**config.mk**
```make
export PLATFORM = sky130hd
export DESIGN_NAME = disp_fifo_ctrl
export DESIGN_NICKNAME = d
export VERILOG_FILES = /design/src/rtl/disp_fifo_ctrl.sv
export SDC_FILE = /design/constraint.sdc
export NUM_CORES = 1
export LEC_CHECK = 0
export BUFFER_PORTS_ARGS = -buffer_cell sky130_fd_sc_hd__buf_2
export CAP_MARGIN = 20
export CORE_ASPECT_RATIO = 0.75
export CORE_MARGIN = 2
export CORE_UTILIZATION = 50
export DETAILED_ROUTE_END_ITERATION = 16
export PLACE_DENSITY = 0.77
export SYNTH_ARGS = -nofsm -noshare
export SYNTH_HDL_FRONTEND = slang
export SYNTH_SLANG_ARGS = --single-unit
```
**constraint.sdc**
```tcl
create_clock -name clk -period 4.81 [get_ports clk]
set_input_delay 0.962 -clock clk [delete_from_list [all_inputs] [get_ports clk]]
set_output_delay 0.962 -clock clk [all_outputs]
set_load 0.005 [all_outputs]
```
**src/rtl/disp_fifo_ctrl.sv**
```systemverilog
// Show-ahead FIFO controller around an external two-port SRAM with a 1-cycle registered read.
// A 2-entry output buffer hides the read latency so a steady stream passes at one word per cycle.
module disp_fifo_ctrl #(
    parameter int DATA_WIDTH = 8,
    parameter int ADDR_WIDTH = 10
) (
    input  logic                  clk,
    input  logic                  rst_n,
    input  logic                  flush,
    input  logic                  in_valid,
    output logic                  in_ready,
    input  logic [DATA_WIDTH-1:0] in_data,
    output logic                  out_valid,
    input  logic                  out_ready,
    output logic [DATA_WIDTH-1:0] out_data,
    output logic [ADDR_WIDTH-1:0] sram_addr_w,
    output logic [DATA_WIDTH-1:0] sram_din_w,
    output logic                  sram_ce_w,
    output logic                  sram_en_w,
    output logic [ADDR_WIDTH-1:0] sram_addr_r,
    output logic                  sram_ce_r,
    output logic                  sram_en_r,
    input  logic [DATA_WIDTH-1:0] sram_dout_r,
    output logic [ADDR_WIDTH+1:0] count
);

    localparam int CW = ADDR_WIDTH + 1;
    localparam int TW = ADDR_WIDTH + 2;
    localparam logic [CW-1:0] SRAM_FULL = {1'b1, {ADDR_WIDTH{1'b0}}};

    logic [ADDR_WIDTH-1:0] wr_ptr, rd_ptr;
    logic [CW-1:0]         sram_cnt, sram_cnt_nxt;
    logic                  rd_pend, rd_pend_nxt;
    logic [1:0]            buf_cnt, buf_cnt_nxt;
    logic [1:0]            occ_after, keep_cnt;
    logic [DATA_WIDTH-1:0] obuf [2];
    logic [TW-1:0]         count_q;
    logic                  push, pop, rd_issue;

    // in_ready is gated by rst_n so nothing is accepted while the block is held in reset
    always_comb begin
        in_ready     = rst_n & ~flush & (sram_cnt != SRAM_FULL);
        push         = in_valid & in_ready;
        out_valid    = ~flush & (buf_cnt != 2'd0);
        pop          = out_valid & out_ready;
        keep_cnt     = buf_cnt - {1'b0, pop};
        occ_after    = keep_cnt + {1'b0, rd_pend};
        rd_issue     = (sram_cnt != '0) & (occ_after < 2'd2) & ~flush;

        sram_cnt_nxt = sram_cnt + CW'(push) - CW'(rd_issue);
        rd_pend_nxt  = rd_issue;
        buf_cnt_nxt  = occ_after;
        if (flush) begin
            sram_cnt_nxt = '0;
            rd_pend_nxt  = 1'b0;
            buf_cnt_nxt  = 2'd0;
        end
    end

    assign sram_ce_w   = ~push;
    assign sram_en_w   = ~push;
    assign sram_addr_w = wr_ptr;
    assign sram_din_w  = in_data;
    assign sram_ce_r   = ~rd_issue;
    assign sram_en_r   = ~rd_issue;
    assign sram_addr_r = rd_ptr;
    assign out_data    = obuf[0];
    assign count       = count_q;

    always_ff @(posedge clk or negedge rst_n) begin
        if (!rst_n) begin
            wr_ptr   <= '0;
            rd_ptr   <= '0;
            sram_cnt <= '0;
            rd_pend  <= 1'b0;
            buf_cnt  <= 2'd0;
            count_q  <= '0;
        end else begin
            if (flush) begin
                wr_ptr <= '0;
                rd_ptr <= '0;
            end else begin
                if (push)     wr_ptr <= wr_ptr + 1'b1;
                if (rd_issue) rd_ptr <= rd_ptr + 1'b1;
            end
            sram_cnt <= sram_cnt_nxt;
            rd_pend  <= rd_pend_nxt;
            buf_cnt  <= buf_cnt_nxt;
            count_q  <= TW'(sram_cnt_nxt) + TW'(rd_pend_nxt) + TW'(buf_cnt_nxt);
        end
    end

    // Capture lands at the slot left after any pop; the later write wins when both hit entry 0
    always_ff @(posedge clk) begin
        if (!flush) begin
            if (pop)     obuf[0] <= obuf[1];
            if (rd_pend) obuf[keep_cnt[0]] <= sram_dout_r;
        end
    end

endmodule

```
======== After elaboration in Yosys (flattened, before gate mapping) ========
Memories as Yosys holds them, arrays and structs flattened.
Cells that the tools add are included.
cells by class
  magnitude comparators ................... 1
  $add $sub $neg .......................... 8
  mux-type cells .......................... 13
  bitwise gates (word level) .............. 10
  equality and inequality tests ........... 1
  reduce and logical (&&, ||, !) cells .... 4
operators by type and width
  operator                                                         count
  10-bit 2-to-1 mux                                                4
  10-bit by 1-bit adder with 10-bit output, second input constant  2
  11-bit by 1-bit adder with 12-bit output                         1
  12-bit by 2-bit adder with 12-bit output                         1
  11-bit by 1-bit adder with 11-bit output                         1
  11-bit 2-to-1 mux                                                1
  11-bit inequality test, second input constant                    1
  11-bit nonzero test                                              1
  11-bit by 1-bit subtractor with 11-bit output                    1
  1-bit bitwise AND                                                7
  1-bit 2-to-1 mux                                                 7
  2-bit nonzero test                                               3
  1-bit inverter                                                   3
  2-bit by 1-bit adder with 2-bit output                           1
  2-bit less-than comparator, second input constant                1
  2-bit 2-to-1 mux                                                 1
  2-bit by 1-bit subtractor with 2-bit output                      1
word-level totals
  memories ................................ 1
  memory bits (writable) .................. 16
  input port bits ......................... 21
  output and inout bits ................... 54
  flip-flop bits (word level) ............. 46
  logic and storage cells ................. 44
memories
  name  words  width  rd ports  clocked after memory_dff  write ports  line  text
  obuf  2      8      2         0                         2            36    logic [DATA_WIDTH-1:0] obuf [2];

======== Logic depth before layout (Yosys ltp) ========
Gate-level depths: netlist of run 1.
  depth after elaboration ................. 12
  gate-level depth with buffers ........... 22
  gate-level depth less buffers ........... 22

======== Least setup slack after synthesis of run 1 ========
Ideal clock, no wire load.
  kind .................................... input -> register
  start ................................... in flush
  end ..................................... reg count_q[11], in the netlist count[11]
  cell stages on the path ................. 21
  required time ........................... 4.715 ns
  setup slack ............................. -0.182 ns
  arrival time ............................ 4.897 ns
  library setup time ...................... 0.095 ns
  buffers on the path ..................... 1
  cells stage by stage .................... clkbuf_1 > nor2_1 > and2_1 > ha_1 > inv_1 > ha_1 > xnor3_1 > o31a_1 > nand2b_1 > inv_1 > ha_1 > inv_1 > ha_1 > fa_1 > a21oi_1 > o221ai_2 > a211o_2 > xnor2_2 > nor3_4 > nand3_2 > nor4b_2
on the way
  word-level cells in the longest chain between the ends .. 12
  elaborated cells on any way between the ends .. 18
  classes of those cells .................. 6 x add/sub; 1 x order compare; 3 x mux; 8 x bitwise
ends and longest elaborated chain
  item                                           line  text
  start, declared                                9     input logic flush,
  1-bit inverter *                               44    out_valid = ~flush & (buf_cnt != 2'd0);
  1-bit bitwise AND *                            44
  via out_valid                                  13    output logic out_valid,
  1-bit bitwise AND *                            45    pop = out_valid & out_ready;
  2-bit by 1-bit subtractor with 2-bit output *  46    keep_cnt = buf_cnt - {1'b0, pop};
  2-bit by 1-bit adder with 2-bit output *       47    occ_after = keep_cnt + {1'b0, rd_pend};
  2-bit less-than comparator                     48    rd_issue = (sram_cnt != '0) & (occ_after < 2'd2) & ~flush;
  1-bit bitwise AND (2 in series)                48
  11-bit by 1-bit subtractor with 11-bit output  50    sram_cnt_nxt = sram_cnt + CW'(push) - CW'(rd_issue);
  11-bit 2-to-1 mux                              53    if (flush) begin
  11-bit by 1-bit adder with 12-bit output       89    count_q <= TW'(sram_cnt_nxt) + TW'(rd_pend_nxt) + TW'(buf_cnt_nxt);
  12-bit by 2-bit adder with 12-bit output *     89
  end signal, assigned                           89
  end, declared                                  37    logic [TW-1:0] count_q;
Mark *: on every way through the listed nets, which the timed path passes. The rest lies on a longest branch.
A chain may end at the register's enable or synchronous reset.

======== Worst setup path in the final report of run 1 ========
  start ................................... in flush
  end ..................................... reg count_q[11], in the netlist count[11]
on the way
  word-level cells in the longest chain between the ends .. 12
  elaborated cells on any way between the ends .. 18
  classes of those cells .................. 6 x add/sub; 1 x order compare; 3 x mux; 8 x bitwise
ends and longest elaborated chain
  item                                           line        text
  1-bit inverter                                 42, 44, 48
  1-bit bitwise AND                              44
  1-bit bitwise AND                              45
  2-bit by 1-bit subtractor with 2-bit output    46
  2-bit by 1-bit adder with 2-bit output         47
  2-bit less-than comparator                     48
  1-bit bitwise AND (2 in series)                48
  11-bit by 1-bit subtractor with 11-bit output  50
  11-bit 2-to-1 mux *                            53
  via sram_cnt_nxt[1]                            32          logic [CW-1:0] sram_cnt, sram_cnt_nxt;
  11-bit by 1-bit adder with 12-bit output *     89
  12-bit by 2-bit adder with 12-bit output *     89
Marked as above.

==> metrics.txt, run 1 <==
min Tclk post-route roughly 4500 ps; most frequent cells in the layout buf_2 (58), dfrtp_1 (46), inv_1 (28), nor2_1 (28), ha_1 (20); Port-buffer cells 58; sequential-to-total area share from yosys stat between 40% and 50%; CP max-delay cell fa_1; total CTS buffers 9; via count roughly 2300; Mapped Area approximately 3400 sq um; first-pass GRT wire length between 10 and 15 mm; Hold Crit Class register to register; CP Cell Sequence buf_2 > nor2_1 > and2_1 > ha_1 > inv_1 > ha_1 > xnor3_1 > o31a_1 > nand2b_1 > inv_1 > ha_1 > inv_1 > ha_1 > fa_1 > nor2b_1 > ha_1 > a21o_1 > nand2_1 > nor4_4 > nand3_2 > nor4b_2; synthesized instance count between 300 and 400; cell depth of the worst flop-to-flop path 21; largest net degree at the start of global routing 47; area delta synth->final 17.0%; IO Count 75; total global-route track usage 18.5%; GP Congestion a little over 0.8; FF-to-FF End count[11]$_DFF_PN0_; Final period util ~93%; clk_lat worst skew approximately 340 ps; die width around 99 um; reg-to-reg setup timing slack approximately 600 ps; DR iter-0 viols 87; Detailed Route WL roughly 6.5 mm; startpoint types input pin; CP dominant cell by count ha_1; vias in the first global route approximately 2200; hpwl dp approximately 4.8 mm; worst flop-to-flop path startpoint buf_cnt[0]$_DFF_PN0_; Power Density 631 nW/um^2; Hold Crit Depth 1; CTS sink cnt a little over 60; post-route setup TNS 0 ps; design area slightly below 4000 sq um; Critical Path Max Stage Delay 470 ps; DIE AREA 7420 sq um; drt first pass iters 4; critical path type input pin to register; Final Max Tran Viols 0; DRC Markers 0; Post-DP Area approximately 3700 sq um; synthesis-stage register bit count 62; CP top delay family adder cells; H-tree depth 3; global route total overflow 0; commonest non-fill, non-tap cell in the layout buf_2; RSZ-0062 raised after global routing false; CP endpoint kind register; Clk pin slew, worst setup/hold paths ~70 ps; Core Region 6410 sq um; Worst EP arrival around 4700 ps; min-delay src obuf[1][7]$_DFFE_PP_; share of cells above drive strength 1 between 20% and 30%; Pleak approximately 1.9 nW; Worst Path Buf+Inv 4; Chip Height 75.1 um; vias per cell between 5 and 6; slew margin rel. about three fifths; async set-reset flop share out of synthesis 74.2%; final core occ approximately 61%; skew final slightly below 7 ps; diode count 0; run status completed; WHS Endpoint obuf[0][7]$_DFFE_PP_; Final Non-Filler Cells approximately 450; synth top area cells dfrtp_1 (34%), edfxtp_1 (14%), ha_1 (7.4%), xnor2_1 (4.2%), xor2_1 (4.2%); Root Buffer clkbuf_8; CP Max Fanout 3; area leader, netlist dfrtp_1; initial antenna violation count 0; setup bufs post-CTS 0; Tightest Pin Transition 570 ps; Mapped Avg Cell Area 11.1 sq um; setup violators final 0; max_cap viols 0; Std-Cell Rows 25; CP Data Required Time 5060 ps; Synth warnings 0; Cell variety after synth 54; Post-synth EDFFs 16; post_cts resized 0; Hold Buf Count CTS 0; area share of the leading cell type in the synthesized netlist ~34%; final hold vios 0; worst-case vdd ir drop 0.271 mV; initial core utilization between 50% and 60%; Post-DRT Antenna Nets 0; DR WL/cell 14.4 um; f_max roughly 220 MHz; CTS tree yes; post-synth net total 347; Max clock buf depth 2; number of nets in the layout ~410; cell count after placement approximately 440; ys flop type dfrtp_1
[layer usage]
layer,vias up,global-route usage [%],routed length [um]
li1,1152,-,-
met1,1111,24.9,3040
met2,63,28.1,3050
met3,8,5.85,371
met4,0,8.07,80
met5,-,0,0
[metrics by stage]
stage               worst slack (ps)  hold slack [ps]  power [W]
finish                           333              551    0.00249
global route                    85.3              565    0.00268
detailed placement              6.53              534    0.00203
CTS                              324              553    0.00251
floorplan                       19.1              523    0.00169
global placement                 141              517    0.00201
[power breakdown]
group / switching, W / total, W / internal (W)
sequential: 0.0000692 / 0.000754 / 0.000684
combinational: 0.000719 / 0.00129 / 0.000569
clock: 0.000207 / 0.000446 / 0.000239
[flip-flops by register name, indices dropped and copies added (netlist names)]
signal,count
obuf,16
sram_addr_r,10
sram_addr_w,10
count,12
sram_cnt,11
buf_cnt,2
rd_pend,1
[layout make-up]
| class | count | area [sq um] |
|---|---|---|
| clock buffer | 9 | 124 |
| clock inverter | 7 | 75.1 |
| fill | 536 | 2470 |
| inverter | 28 | 105 |
| multi-input combinational | 199 | 1550 |
| sequential | 62 | 1630 |
| tap | 81 | 101 |
| timing repair buffer | 67 | 358 |
[synthesized netlist by cell type (2+ instances only)]
cell,count
xnor2_1,16
buf_4,10
inv_1,28
xor2_1,16
dfrtp_1,46
buf_1,2
edfxtp_1,16
nor3b_1,2
nand2b_1,10
mux2i_1,2
nor3_1,5
o21ai_0,5
clkbuf_1,2
nor2_1,28
or3_1,2
mux2_2,8
ha_1,20
nand4_1,3
fa_1,3
o21bai_1,2
and3_1,4
a21oi_1,9
and2_1,3
nor2b_1,6
nand2_1,16
a21o_1,2
nand3_1,10
[cell families (layout without fill, tap and decap cells)]
family          after synthesis  in the layout  synth area share, %
mux                          10             10                 3.27
compound gates               28             28                 6.17
buf+inv                      42            111                 5.80
fa+ha+maj                    23             23                 9.21
simple gates                104            104                 17.6
flops                        62             62                 48.4
xor+xnor                     34             34                 9.47
[worst max-delay path by stage]
stage,depth (start not counted),slack [ps],end,startpoint
after floorplan,21,20,count[11]$_DFF_PN0_,flush
after global placement,21,140,count[11]$_DFF_PN0_,flush
after detailed placement,21,7,count[11]$_DFF_PN0_,flush
after CTS,21,320,count[11]$_DFF_PN0_,flush
after global routing,21,90,count[11]$_DFF_PN0_,flush
final,21,330,count[11]$_DFF_PN0_,flush
Power figures use the tool's default switching activity.
==> inputs of run 2 (changes only) <==
--- a/config.mk
+++ b/config.mk
@@ -5,13 +5,14 @@
 export SDC_FILE = /design/constraint.sdc
 export NUM_CORES = 1
 export LEC_CHECK = 0
+export ABC_AREA = 1
 export BUFFER_PORTS_ARGS = -buffer_cell sky130_fd_sc_hd__buf_2
 export CAP_MARGIN = 20
 export CORE_ASPECT_RATIO = 0.75
 export CORE_MARGIN = 2
-export CORE_UTILIZATION = 50
+export CORE_UTILIZATION = 30
 export DETAILED_ROUTE_END_ITERATION = 16
-export PLACE_DENSITY = 0.77
+export PLACE_DENSITY = 0.51
 export SYNTH_ARGS = -nofsm -noshare
 export SYNTH_HDL_FRONTEND = slang
 export SYNTH_SLANG_ARGS = --single-unit
==> metrics.txt, run 2 <==
Synth Area in Simple Gates 24.9% (+7.3 points); Synth top cells by count nand2_1 (89), inv_1 (70), dfrtp_1 (46); max reg flops 16 (unchanged); Clk pin slew, worst setup/hold paths 50 ps (-20 ps); CTS tree yes; vias per cell 4.51 (-12%); Std-Cell Rows 34 (+36%); most flop-heavy register obuf; CTS sink cnt 62 (unchanged); min Tclk post-route 4430 ps (-51.0 ps); clk_lat worst skew 330 ps (about the same); Hold Slack 483 ps (-68.1 ps); slew margin rel. 52.0% (-10 points); Hold Crit Class register to register; Hold Buf Count CTS 0 (unchanged); Post-DP Area 4070 sq um (+9.0%); drt first pass iters 5 (+1); DR iter-0 viols 155 (+78%); Worst Path Buf+Inv 6 (+2); async set-reset flop share out of synthesis 74.2% (unchanged); Cell variety after synth 31 (-43%); CP endpoint kind register; sequential-to-total area share from yosys stat 45.2% (-3.3 points); dominant cell by count in the synthesized netlist nand2_1; first-pass GRT wire length 14.0 mm (+36%); hpwl dp 6.43 mm (+35%); CP max-delay cell fa_1; Core Region 11700 sq um (+82%); synthesized instance count 429 (+42%); CP Max Fanout 3 (unchanged); final hold vios 0 (unchanged); post_cts resized 0 (unchanged); setup bufs post-CTS 0 (unchanged); critical path type input pin to register; GP Congestion 0.838 (+2.6%); H-tree depth 3 (unchanged); DIE AREA 12900 sq um (+75%); synth top area cells dfrtp_1 (32%), edfxtp_1 (13%), nand2_1 (9.2%), inv_1 (7.3%), ha_1 (6.9%); skew final 4.44 ps (-2.44 ps); via count 2971 (+27%); Chip Height 99.0 um (+32%); Post-DRT Antenna Nets 0 (unchanged); max_cap viols 0 (unchanged); area leader, netlist dfrtp_1; initial antenna violation count 0 (unchanged); worst-case vdd ir drop 0.273 mV (+0.86%); Worst EP arrival 4650 ps (-80 ps); crit path from flush; Mapped Avg Cell Area 8.42 sq um (-24%); initial core utilization 31.0% (-22 points); post-synthesis mux area share 2.49% (-0.78 points); largest family of logic cells by synthesized area simple AND/OR/NAND/NOR gates; IO Count 75 (unchanged); ys flop type dfrtp_1; commonest non-fill, non-tap cell in the layout nand2_1; Final Max Tran Viols 0 (unchanged); area delta synth->final 22.2%; Tightest Pin Transition 717 ps (+147 ps); cell depth of the worst flop-to-flop path 27 (+29%); CP Data Required Time 5030 ps (-30 ps); most frequent cells in the layout nand2_1 (89), inv_1 (70), buf_2 (58); Pleak 2.18 nW (+16%); Final period util 92.0% (-1.1 points); synthesis-stage register bit count 62 (unchanged); vias in the first global route 2787 (+30%); Root Buffer clkbuf_16; diode count 0 (unchanged); total global-route track usage 14.1% (-4.4 points); reg-to-reg setup timing slack 690 ps (+90 ps); design area 4410 sq um (+12%); die width 131 um (+32%); number of nets in the layout 536 (+30%); Synth Area in Compound Gates 5.16% (-1.0 points); CP top delay family adder cells; worst flop-to-flop path startpoint buf_cnt[0]$_DFF_PN0_; Max clock buf depth 2 (unchanged); DR WL/cell 13.0 um (-9.8%); area share of the leading cell type in the synthesized netlist 31.9% (-2.3 points); share of cells above drive strength 1 22.5% (-4.9 points); f_max 226 MHz (+1.2%); crit path to count[9]$_DFF_PN0_; run status completed; DRC Markers 0 (unchanged); post-synthesis adder-cell area fraction 8.59% (-0.62 points); FF-to-FF End count[9]$_DFF_PN0_; RSZ-0062 raised after global routing false; Post-Synth XOR/XNOR Area 2.91% (-6.6 points); Port-buffer cells 58 (unchanged); post-route setup TNS 0 ps (unchanged); setup violators final 0 (unchanged); Mapped Area 3610 sq um (+7.2%); Critical Path Max Stage Delay 420 ps (-50 ps); Detailed Route WL 8.58 mm (+31%); global route total overflow 0 (unchanged); startpoint types input pin; Total Power 0.00285 W (+15%); Power Density 646 nW/um^2 (+2.4%); Crit. path cell count 27 (+29%); Synth warnings 0 (unchanged); total CTS buffers 9 (unchanged); Post-synth EDFFs 16 (unchanged); post-synth net total 473 (+36%); largest net degree at the start of global routing 47 (unchanged)
run 2: cell type report:
class,count,area (sq um)
clock buffer,9,225
clock inverter,7,113
fill,1214,7240
inverter,77,294
multi-input combinational,276,1600
sequential,62,1630
tap,162,203
timing repair buffer,66,350
run 2: worst min path at each step:
stage / startpoint / endpoint / cells past startpoint
finish: sram_addr_r[6]$_DFFE_PN0P_ / sram_addr_r[6]$_DFFE_PN0P_ / 1
global route: sram_addr_r[6]$_DFFE_PN0P_ / sram_addr_r[6]$_DFFE_PN0P_ / 1
CTS: sram_addr_r[6]$_DFFE_PN0P_ / sram_addr_r[6]$_DFFE_PN0P_ / 1
detailed placement: sram_addr_r[6]$_DFFE_PN0P_ / sram_addr_r[6]$_DFFE_PN0P_ / 1
global placement: sram_addr_r[6]$_DFFE_PN0P_ / sram_addr_r[6]$_DFFE_PN0P_ / 1
floorplan: sram_addr_r[6]$_DFFE_PN0P_ / sram_addr_r[6]$_DFFE_PN0P_ / 1
run 2: power by group:
| part | internal (W) | total (W) | leakage, nW | switching, W |
|---|---|---|---|---|
| Clock | 0.000502 | 0.000736 | 0.157 | 0.000234 |
| Sequential | 0.000688 | 0.000753 | 0.756 | 0.0000651 |
| Combinational | 0.000487 | 0.00136 | 1.27 | 0.000877 |
| Total | 0.00168 | 0.00285 | 2.18 | 0.00118 |
run 2: stage by stage:
stage          util, %  worst slack (ps)  std cells
3_5_place_dp      34.9             -8.88        643
6_report          37.9               384        659
3_3_place_gp      34.9              78.2        643
5_1_grt           37.9              11.2        659
2_1_floorplan        -              50.0        429
4_1_cts           37.8               336        659
run 2: logic make-up (layout without fill, tap and decap cells):
| family | count (synthesis) | after routing |
|---|---|---|
| DFF | 62 | 62 |
| buffers and inverters | 91 | 159 |
| muxes | 8 | 8 |
| adders and majority gates | 23 | 23 |
| xor gates and xnor gates | 12 | 12 |
| and+or+nand+nor | 198 | 198 |
| AOI/OAI and AO/OA | 35 | 35 |
run 2: per-layer routing:
metal / vias to the layer above / track usage (%) / wire length, um
li1: 1498 / - / -
met5: - / 0 / 0
met2: 99 / 18.4 / 3300
met1: 1364 / 22.1 / 4630
met4: 0 / 3.68 / 91
met3: 10 / 4.51 / 561
